## config.mk

```make
export PLATFORM = sky130hd
export DESIGN_NAME = dmpsk_modulator
export DESIGN_NICKNAME = d
export VERILOG_FILES = /design/src/rtl/dmpsk_pkg.sv /design/src/rtl/dmpsk_cos_lut.sv /design/src/rtl/dmpsk_modulator.sv
export SDC_FILE = /design/constraint.sdc
export NUM_CORES = 1
export LEC_CHECK = 0
export BUFFER_PORTS_ARGS = -buffer_cell sky130_fd_sc_hd__buf_2
export CORE_ASPECT_RATIO = 0.75
export CORE_UTILIZATION = 35
export DETAILED_ROUTE_END_ITERATION = 8
export GPL_ROUTABILITY_DRIVEN = 0
export SLEW_MARGIN = 20
export SYNTH_ARGS = -nofsm -noshare
export SYNTH_HDL_FRONTEND = slang
export SYNTH_SLANG_ARGS = --single-unit
```

## constraint.sdc

```tcl
create_clock -name clk_dds -period 4.5 [get_ports clk_dds]
set_input_delay 0.675 -clock clk_dds [delete_from_list [all_inputs] [get_ports clk_dds]]
set_output_delay 0.675 -clock clk_dds [all_outputs]
set_load 0.01 [all_outputs]
```

## src/rtl/dmpsk_pkg.sv

```systemverilog
// Shared types and helpers for the DMPSK modulator: FSM states, Gray decode,
// default carrier constants and the cosine table generator.
package dmpsk_pkg;

    typedef enum logic [0:0] {
        ST_IDLE = 1'b0,
        ST_RUN  = 1'b1
    } state_e;

    localparam int  DEFAULT_FCW = 6554;
    localparam int  DEFAULT_SPS = 50;
    localparam real PI          = 3.14159265358979323846;

    // Gray-to-binary for up to 4 bits; narrower symbols are zero-extended first.
    function automatic logic [3:0] gray2bin(input logic [3:0] g);
        logic [3:0] b;
        b[3] = g[3];
        for (int i = 2; i >= 0; i--) begin
            b[i] = b[i+1] ^ g[i];
        end
        return b;
    endfunction

    // Elaboration-time table entry, rounded half away from zero.
    function automatic int cos_sample(input int addr, input int lut_aw, input int amp_w);
        real v;
        v = real'((1 << amp_w) - 1) * $cos(2.0 * PI * real'(addr) / real'(1 << lut_aw));
        if (v >= 0.0) begin
            return $rtoi(v + 0.5);
        end else begin
            return -$rtoi(0.5 - v);
        end
    endfunction

endpackage

```

## src/rtl/dmpsk_cos_lut.sv

```systemverilog
// Registered cosine ROM: phase address in, signed amplitude out one cycle later.
module dmpsk_cos_lut
    import dmpsk_pkg::*;
#(
    parameter int LUT_AW = 8,
    parameter int AMP_W  = 8
) (
    input  logic                     clk_dds,
    input  logic                     rstn,
    input  logic [LUT_AW-1:0]        i_addr,
    output logic signed [AMP_W:0]    o_q
);

    logic signed [AMP_W:0] w_rom [2**LUT_AW];
    logic signed [AMP_W:0] r_q;

    for (genvar g = 0; g < 2**LUT_AW; g++) begin : g_rom
        localparam int VAL = cos_sample(g, LUT_AW, AMP_W);
        assign w_rom[g] = (AMP_W+1)'(VAL);
    end

    // ROM read register; cleared on reset so an aborted symbol leaves no residue
    always_ff @(posedge clk_dds or negedge rstn) begin
        if (!rstn) begin
            r_q <= {(AMP_W+1){1'b0}};
        end else begin
            r_q <= w_rom[i_addr];
        end
    end

    assign o_q = r_q;

endmodule

```

## src/rtl/dmpsk_modulator.sv

```systemverilog
// Differential M-PSK modulator: free-running DDS carrier offset by the accumulated
// symbol phase. Define DMPSK_GRAY_MAP_EN to Gray-decode incoming symbols.
module dmpsk_modulator
    import dmpsk_pkg::*;
#(
    parameter int SYM_BITS = 2,
    parameter int PHASE_W  = 16,
    parameter int LUT_AW   = 8,
    parameter int AMP_W    = 8,
    parameter int SPS      = DEFAULT_SPS,
    parameter int FCW      = DEFAULT_FCW
) (
    input  logic                    clk_dds,
    input  logic                    rstn,
    input  logic                    in_valid,
    output logic                    in_ready,
    input  logic [SYM_BITS-1:0]     in_data,
    output logic [SYM_BITS-1:0]     diff_out,
    output logic signed [AMP_W:0]   data_modul_out,
    output logic                    data_valid,
    output logic                    underrun
);

    localparam int CNT_W = (SPS > 2) ? $clog2(SPS) : 1;

    logic [PHASE_W-1:0]    r_acc;
    state_e                r_state;
    state_e                w_state_nxt;
    logic [CNT_W-1:0]      r_cnt;
    logic [CNT_W-1:0]      w_cnt_nxt;
    logic [SYM_BITS-1:0]   r_diff;
    logic [SYM_BITS-1:0]   w_diff_nxt;
    logic [SYM_BITS-1:0]   w_map;
    logic                  w_last;
    logic                  w_ready;
    logic                  w_xfer;
    logic                  w_underrun;
    logic [PHASE_W-1:0]    w_phase;
    logic signed [AMP_W:0] w_lut_q;
    logic                  r_vld1;
    logic                  r_vld2;
    logic signed [AMP_W:0] r_out;

`ifdef DMPSK_GRAY_MAP_EN
    assign w_map = SYM_BITS'(gray2bin(4'(in_data)));
`else
    assign w_map = in_data;
`endif

    assign w_last  = (r_state == ST_RUN) && (r_cnt == CNT_W'(SPS - 1));
    assign w_ready = (r_state == ST_IDLE) || w_last;
    assign w_xfer  = in_valid && w_ready;

    // Carrier phase accumulator, free-running from reset release
    always_ff @(posedge clk_dds or negedge rstn) begin
        if (!rstn) begin
            r_acc <= {PHASE_W{1'b0}};
        end else begin
            r_acc <= r_acc + PHASE_W'(FCW);
        end
    end

    // Symbol FSM state, sample counter and differential phase register
    always_ff @(posedge clk_dds or negedge rstn) begin
        if (!rstn) begin
            r_state <= ST_IDLE;
            r_cnt   <= {CNT_W{1'b0}};
            r_diff  <= {SYM_BITS{1'b0}};
        end else begin
            r_state <= w_state_nxt;
            r_cnt   <= w_cnt_nxt;
            r_diff  <= w_diff_nxt;
        end
    end

    // Next-state logic: a transfer always restarts the symbol slot
    always_comb begin
        w_state_nxt = r_state;
        w_cnt_nxt   = r_cnt;
        w_diff_nxt  = r_diff;
        w_underrun  = 1'b0;
        if (w_xfer) begin
            w_diff_nxt  = r_diff + w_map;
            w_cnt_nxt   = {CNT_W{1'b0}};
            w_state_nxt = ST_RUN;
        end else begin
            case (r_state)
                ST_RUN: begin
                    if (w_last) begin
                        w_state_nxt = ST_IDLE;
                        w_cnt_nxt   = {CNT_W{1'b0}};
                        w_underrun  = 1'b1;
                    end else begin
                        w_cnt_nxt   = r_cnt + CNT_W'(1);
                    end
                end
                ST_IDLE: begin
                    w_state_nxt = ST_IDLE;
                end
                default: begin
                    w_state_nxt = ST_IDLE;
                    w_cnt_nxt   = {CNT_W{1'b0}};
                end
            endcase
        end
    end

    assign w_phase = r_acc + (PHASE_W'(r_diff) << (PHASE_W - SYM_BITS));

    dmpsk_cos_lut #(
        .LUT_AW (LUT_AW),
        .AMP_W  (AMP_W)
    ) u_lut (
        .clk_dds (clk_dds),
        .rstn    (rstn),
        .i_addr  (w_phase[PHASE_W-1 -: LUT_AW]),
        .o_q     (w_lut_q)
    );

    // Output stage, aligned with the ROM latency; idle samples are forced to zero
    always_ff @(posedge clk_dds or negedge rstn) begin
        if (!rstn) begin
            r_vld1 <= 1'b0;
            r_vld2 <= 1'b0;
            r_out  <= {(AMP_W+1){1'b0}};
        end else begin
            r_vld1 <= (r_state == ST_RUN);
            r_vld2 <= r_vld1;
            r_out  <= r_vld1 ? w_lut_q : {(AMP_W+1){1'b0}};
        end
    end

    assign in_ready       = w_ready;
    assign underrun       = w_underrun;
    assign diff_out       = r_diff;
    assign data_valid     = r_vld2;
    assign data_modul_out = r_out;

endmodule

```

After elaboration in Yosys (flattened, before gate mapping)
Memories as Yosys holds them, arrays and structs flattened. A register that Yosys moved wholly into a read port is not among the register bits. Cells that the tools add are included.

Multiplexer cells: 10. $add $sub $neg: 4. Bitwise operators: 2. Reductions and logical operators: 5. Equal/unequal tests: 1.

Operator list (count): $mux 6 (3); $add 16x13->16 const B (1); $add 16x16->16 (1); $mux 9 (1); $not 8->9 (1); $add 6x1->6 const B (1); $eq 6x6->1 const B (1); $mux 1 (5); $add 2x2->2 (1); $logic_and 1x1->1 (2); $pmux 1 s2 (1); $reduce_bool 2->1 (1); $logic_not 1->1 (1); $logic_or 1x1->1 (1); $not 1->1 (1).

ROM bits: 2304. Memories kept: 1. Flip-flop bits (word level): 36. Output and inout port bits: 14. Word-level logic and storage cells: 30. Bits of input ports: 5.

Memories: (no name shown) (depth 256, width 9, read ports 1, clocked after Yosys merged registers in 1, write ports 0, line dmpsk_cos_lut.sv:27) `r_q <= w_rom[i_addr];`.

Depth between registers and ports, before layout
Word-level depth: 5. Depth in mapped cells: 11. Depth with buffers taken out: 8.

By module
Synthesis repeated with hierarchy kept, for this count alone.

Cells, all modules: 498. Area, all modules: 4100.2 sq um.

By module, submodules not included: dmpsk_cos_lut (area each 2643.8 sq um, instances 1, cells an instance 379, sequential area each 225.2 sq um); dmpsk_modulator (area each 1456.4 sq um, instances 1, cells an instance 119, sequential area each 875.8 sq um).

Least setup slack after synthesis
OpenSTA, ideal clock, no wires.

Kind: reg2reg. From: register r_acc[8]. To: register u_lut.r_q[3] (netlist: u_lut.o_q[3]). Path buffers: 3. Period minus slack after synthesis: 2.400 ns. Arrival: 2.279 ns. Path slack: 2.100 ns. Library setup time: 0.121 ns. Required time: 4.379 ns. Cell stages (with the launch flop): 12. Cells stage by stage: dfrtp_1 > buf_2 > buf_2 > inv_1 > ha_1 > buf_2 > nor2_4 > nand3b_1 > a21oi_1 > a2111oi_0 > a21oi_1 > o22a_1.

Cells in the longest elaborated chain, start to end: 2.

Ends and longest elaborated chain: start, declared (line dmpsk_modulator.sv:26) `logic [PHASE_W-1:0] r_acc;`; start signal, assigned (line dmpsk_modulator.sv:57) `r_acc <= {PHASE_W{1'b0}};`; start signal, assigned (line dmpsk_modulator.sv:59) `r_acc <= r_acc + PHASE_W'(FCW);`; $add 16x16->16 (line dmpsk_modulator.sv:108) `assign w_phase = r_acc + (PHASE_W'(r_diff) << (PHASE_W - SYM_BITS));`; $not 8->9 (implied by the code) (line dmpsk_cos_lut.sv:27); end, declared (line dmpsk_cos_lut.sv:15) `logic signed [AMP_W:0] r_q;`.

No other way between the ends. A chain may end at the register's enable or synchronous reset.

Final worst setup path
From: register r_acc[9]. To: register u_lut.r_q[2] (netlist: u_lut.o_q[2]).

Same word-level chain as after synthesis.

==> metrics.md <==
| Metric | Value |
|---|---|
| PD cells | `between 150 and 200 nW/um^2` |
| Mapped cell area | `roughly 4000 um^2` |
| Drt drc | `0` |
| Finish-stage setup viols | `0` |
| Final Non-Filler Cells | `624` |
| First-pass GRT wire length | `approximately 20000 um` |
| Dominant cells by area after synthesis | `dfrtp_1 27%, ha_1 5.6%, a21oi_1 4.9%` |
| Die Ht | `94.8 um` |
| Initial Util | `0.363` |
| Total CTS buffers | `5` |
| Post-synthesis register bit count | `44` |
| F_max | `0.328 GHz` |
| Post-synth cell types | `68` |
| RSZ-0062 raised after global routing | `false` |
| Hold buffers post-CTS | `0` |
| DRT iter0 DRCs | `694` |
| Data arrival, critical path | `about 3.3 ns` |
| Clk_skew | `about 0.0058 ns` |
| Final Hold Fails | `0` |
| Vias | `4085` |
| Worst reg2reg endpoint | `u_lut.o_q[2]` |
| Quantity of gates resized following cts | `0` |
| Clock transition at path regs | `roughly 0.07 ns` |
| Startpoint Class | `flip-flop` |
| Fin area | `~4200 um^2` |
| Initial antenna violation count | `0` |
| GRT Residual Overflow | `0` |
| Prevailing post-synth register cell | `dfrtp_1` |
| Switching Power | `around 180 uW` |
| Total track usage | `0.213` |
| Worst slew pin tran | `between 0.9 and 1 ns` |
| CP endpoint kind | `flip-flop` |
| Pre-CTS setup slack | `~1.6 ns` |
| Worst path required time | `4.73 ns` |
| Worst-path cell chain | `buf_4 > inv_1 > ha_1 > nor2_4 > a211oi_1 > o311ai_0 > o211ai_1 > o311ai_1 > and3_1` |
| Clk root buf | `clkbuf_16` |
| Reg-to-reg startpoint | `r_acc[9]` |
| Hpwl dp | `8240 um` |
| Max Cap Violations | `0` |
| ANT cells | `0` |
| Fin. max-slew vios | `0` |
| Fill count | `roughly 1100` |
| Seq pwr share | `0.502` |
| Post-Place Cells | `roughly 620` |
| Yosys top cell by area | `dfrtp_1` |
| Hold WC Path Type | `primary input to async pin` |
| Die ar. | `roughly 12000 um^2` |
| Post-layout min period | `between 3 and 4 ns` |
| Critical-path top delay cell | `ha_1` |
| Async SR Flop Fraction | `1.00` |
| Critical path type | `flip-flop to flip-flop` |
| Status | `complete, no violations` |
| Row count | `33` |
| Share of cells above drive strength 1 | `0.103` |
| Synthesized Nets | `around 520` |
| Slew HR | `0.366` |
| CTS Sinks | `44` |
| Htree depth | `2` |
| Setup TNS | `0 ns` |
| Seq/Total Area, Yosys | `0.274` |
| Core area | `roughly 11000 um^2` |
| Maximum vdd drop | `between 0.15 and 0.2 mV` |
| Skew-Pair Late Insertion Delay | `0.30 ns` |
| Yosys warns | `0` |
| Die outline width | `around 130 um` |
| Vias in the first global route | `3670` |
| Avg Inst Size Synth | `approximately 8 um^2` |
| Port Buffers | `18` |
| Post-CTS Setup Bufs | `0` |
| Crit share post-route | `0.678` |
| Synth Instances | `~500` |
| Io pins | `19` |
| Power share of the clock group | `0.484` |
| Largest net degree at the start of global routing | `between 50 and 60` |
| Final Routed Wirelength | `between 10000 and 15000 um` |
| Post-synth EDFFs | `0` |
| CTS Buffer Depth | `2` |
| Final setup margin | `around 1.4 ns` |
| Yosys top cell area share | `0.274` |
| Vias per inst | `~6.5` |
| Area after DPL | `4070 um^2` |
| Nets | `a little over 500` |
| CTS tree | `done` |
| Int Power | `between 600 and 700 uW` |
| Logic gate share of total power | `0.014` |
| Area delta synth->final | `5.02%` |
| Worst R2R Setup Slack | `about 1.4 ns` |
| Max incr delay on CP | `~0.52 ns` |
| Crit-path max FO | `25` |
| Lkg Pwr | `between 1.5 and 2 nW` |
| DR pass1 iterations | `6` |
| Routed Antenna Nets | `0` |
| Sw Share | `0.229` |
| R2R cell count | `9` |
| Wire per inst | `~20 um` |
-- metrics by stage --
step,hold WS [ns],power (mW),utilization
4_1_cts,0.458,0.803,0.381
3_3_place_gp,0.440,0.414,0.367
2_1_floorplan,0.379,0.404,-
6_report,0.366,0.787,0.381
5_1_grt,0.418,0.817,0.381
3_5_place_dp,0.448,0.414,0.367
-- registers in the layout (all words and copies together), names as in the netlist --
register and flops:
data_valid 1, r_state 1, u_lut.o_q 9, r_vld1 1
r_acc 15, data_modul_out 9, r_cnt 6, diff_out 2
-- worst max path at each step --
stage                     startpoint  slack [ns]  depth (start not counted)      endpoint
after floorplan             r_acc[8]        2.10                         11  u_lut.o_q[3]
after global routing       r_acc[10]        1.36                          8  u_lut.o_q[4]
after CTS                   r_acc[9]        1.59                          9  u_lut.o_q[2]
after detailed placement    r_acc[9]        1.62                          9  u_lut.o_q[2]
final                       r_acc[9]        1.45                          9  u_lut.o_q[2]
after global placement      r_acc[9]        1.63                          9  u_lut.o_q[2]
-- logic make-up (layout without fill, tap and decap cells) --
family / Yosys count / in the layout / synth area share
AOI/OAI and AO/OA: 189 / 189 / 0.320
buffers and inverters: 60 / 43 / 0.0779
DFF: 44 / 44 / 0.274
muxes: 6 / 6 / 0.0184
xor gates and xnor gates: 19 / 19 / 0.0452
adders and majority gates: 18 / 18 / 0.0561
and+or+nand+nor: 165 / 165 / 0.208
-- synthesized netlist by cell type, types with 6 or more instances --
cell / n
dfrtp_1: 44
nand2_1: 41
a21oi_1: 39
o21ai_0: 37
nor2_1: 33
buf_2: 25
ha_1: 18
nand2b_1: 18
nand3_1: 18
clkbuf_1: 14
xnor2_1: 14
a221oi_1: 13
o211ai_1: 12
a211oi_1: 11
and2_1: 11
nor3_1: 8
o22ai_1: 8
nor2b_1: 7
o311ai_0: 7
a211o_1: 6
inv_1: 6
o221ai_1: 6
o31ai_1: 6
-- power groups by stage --
stage	Combinational, mW	Sequential [mW]	Clock (mW)
after floorplan	0.000610	0.403	0
after global placement	0.0111	0.403	0
after detailed placement	0.0113	0.403	0
after CTS	0.0113	0.395	0.396
after global routing	0.0130	0.395	0.409
final	0.0108	0.395	0.381
-- metal layers --
metal / global-route usage / wire, um
met1: 0.292 / 5500
met2: 0.304 / 5110
met3: 0.0748 / 1620
met4: 0.0803 / 327
met5: 0 / 0
-- layout make-up --
cell class | count | area, um^2 | area share
multi-input combinational | 397 | 2600 | 0.617
tap | 140 | 175 | 0.0415
timing repair buffer | 26 | 153 | 0.0362
clock inverter | 3 | 25.0 | 0.00593
clock buffer | 5 | 125 | 0.0297
inverter | 9 | 33.8 | 0.00801
sequential | 44 | 1100 | 0.262
-- placed cells by master, fill, tap and decap left out, types with 14 or more instances in the layout --
cell / count
dfrtp_1: 42
nand2_1: 41
a21oi_1: 39
o21ai_0: 37
nor2_1: 33
nand2b_1: 18
nand3_1: 18
ha_1: 18
buf_2: 17
xnor2_1: 14
-- critical path: cells and delay by family (launching register included) --
family	cells	cell delay (ns)
AOI/OAI and AO/OA	4	0.96
adders and majority gates	1	0.52
buffers and inverters	2	0.63
and+or+nand+nor	2	0.49
DFF	1	0.36
Power figures use the tool's default switching activity.
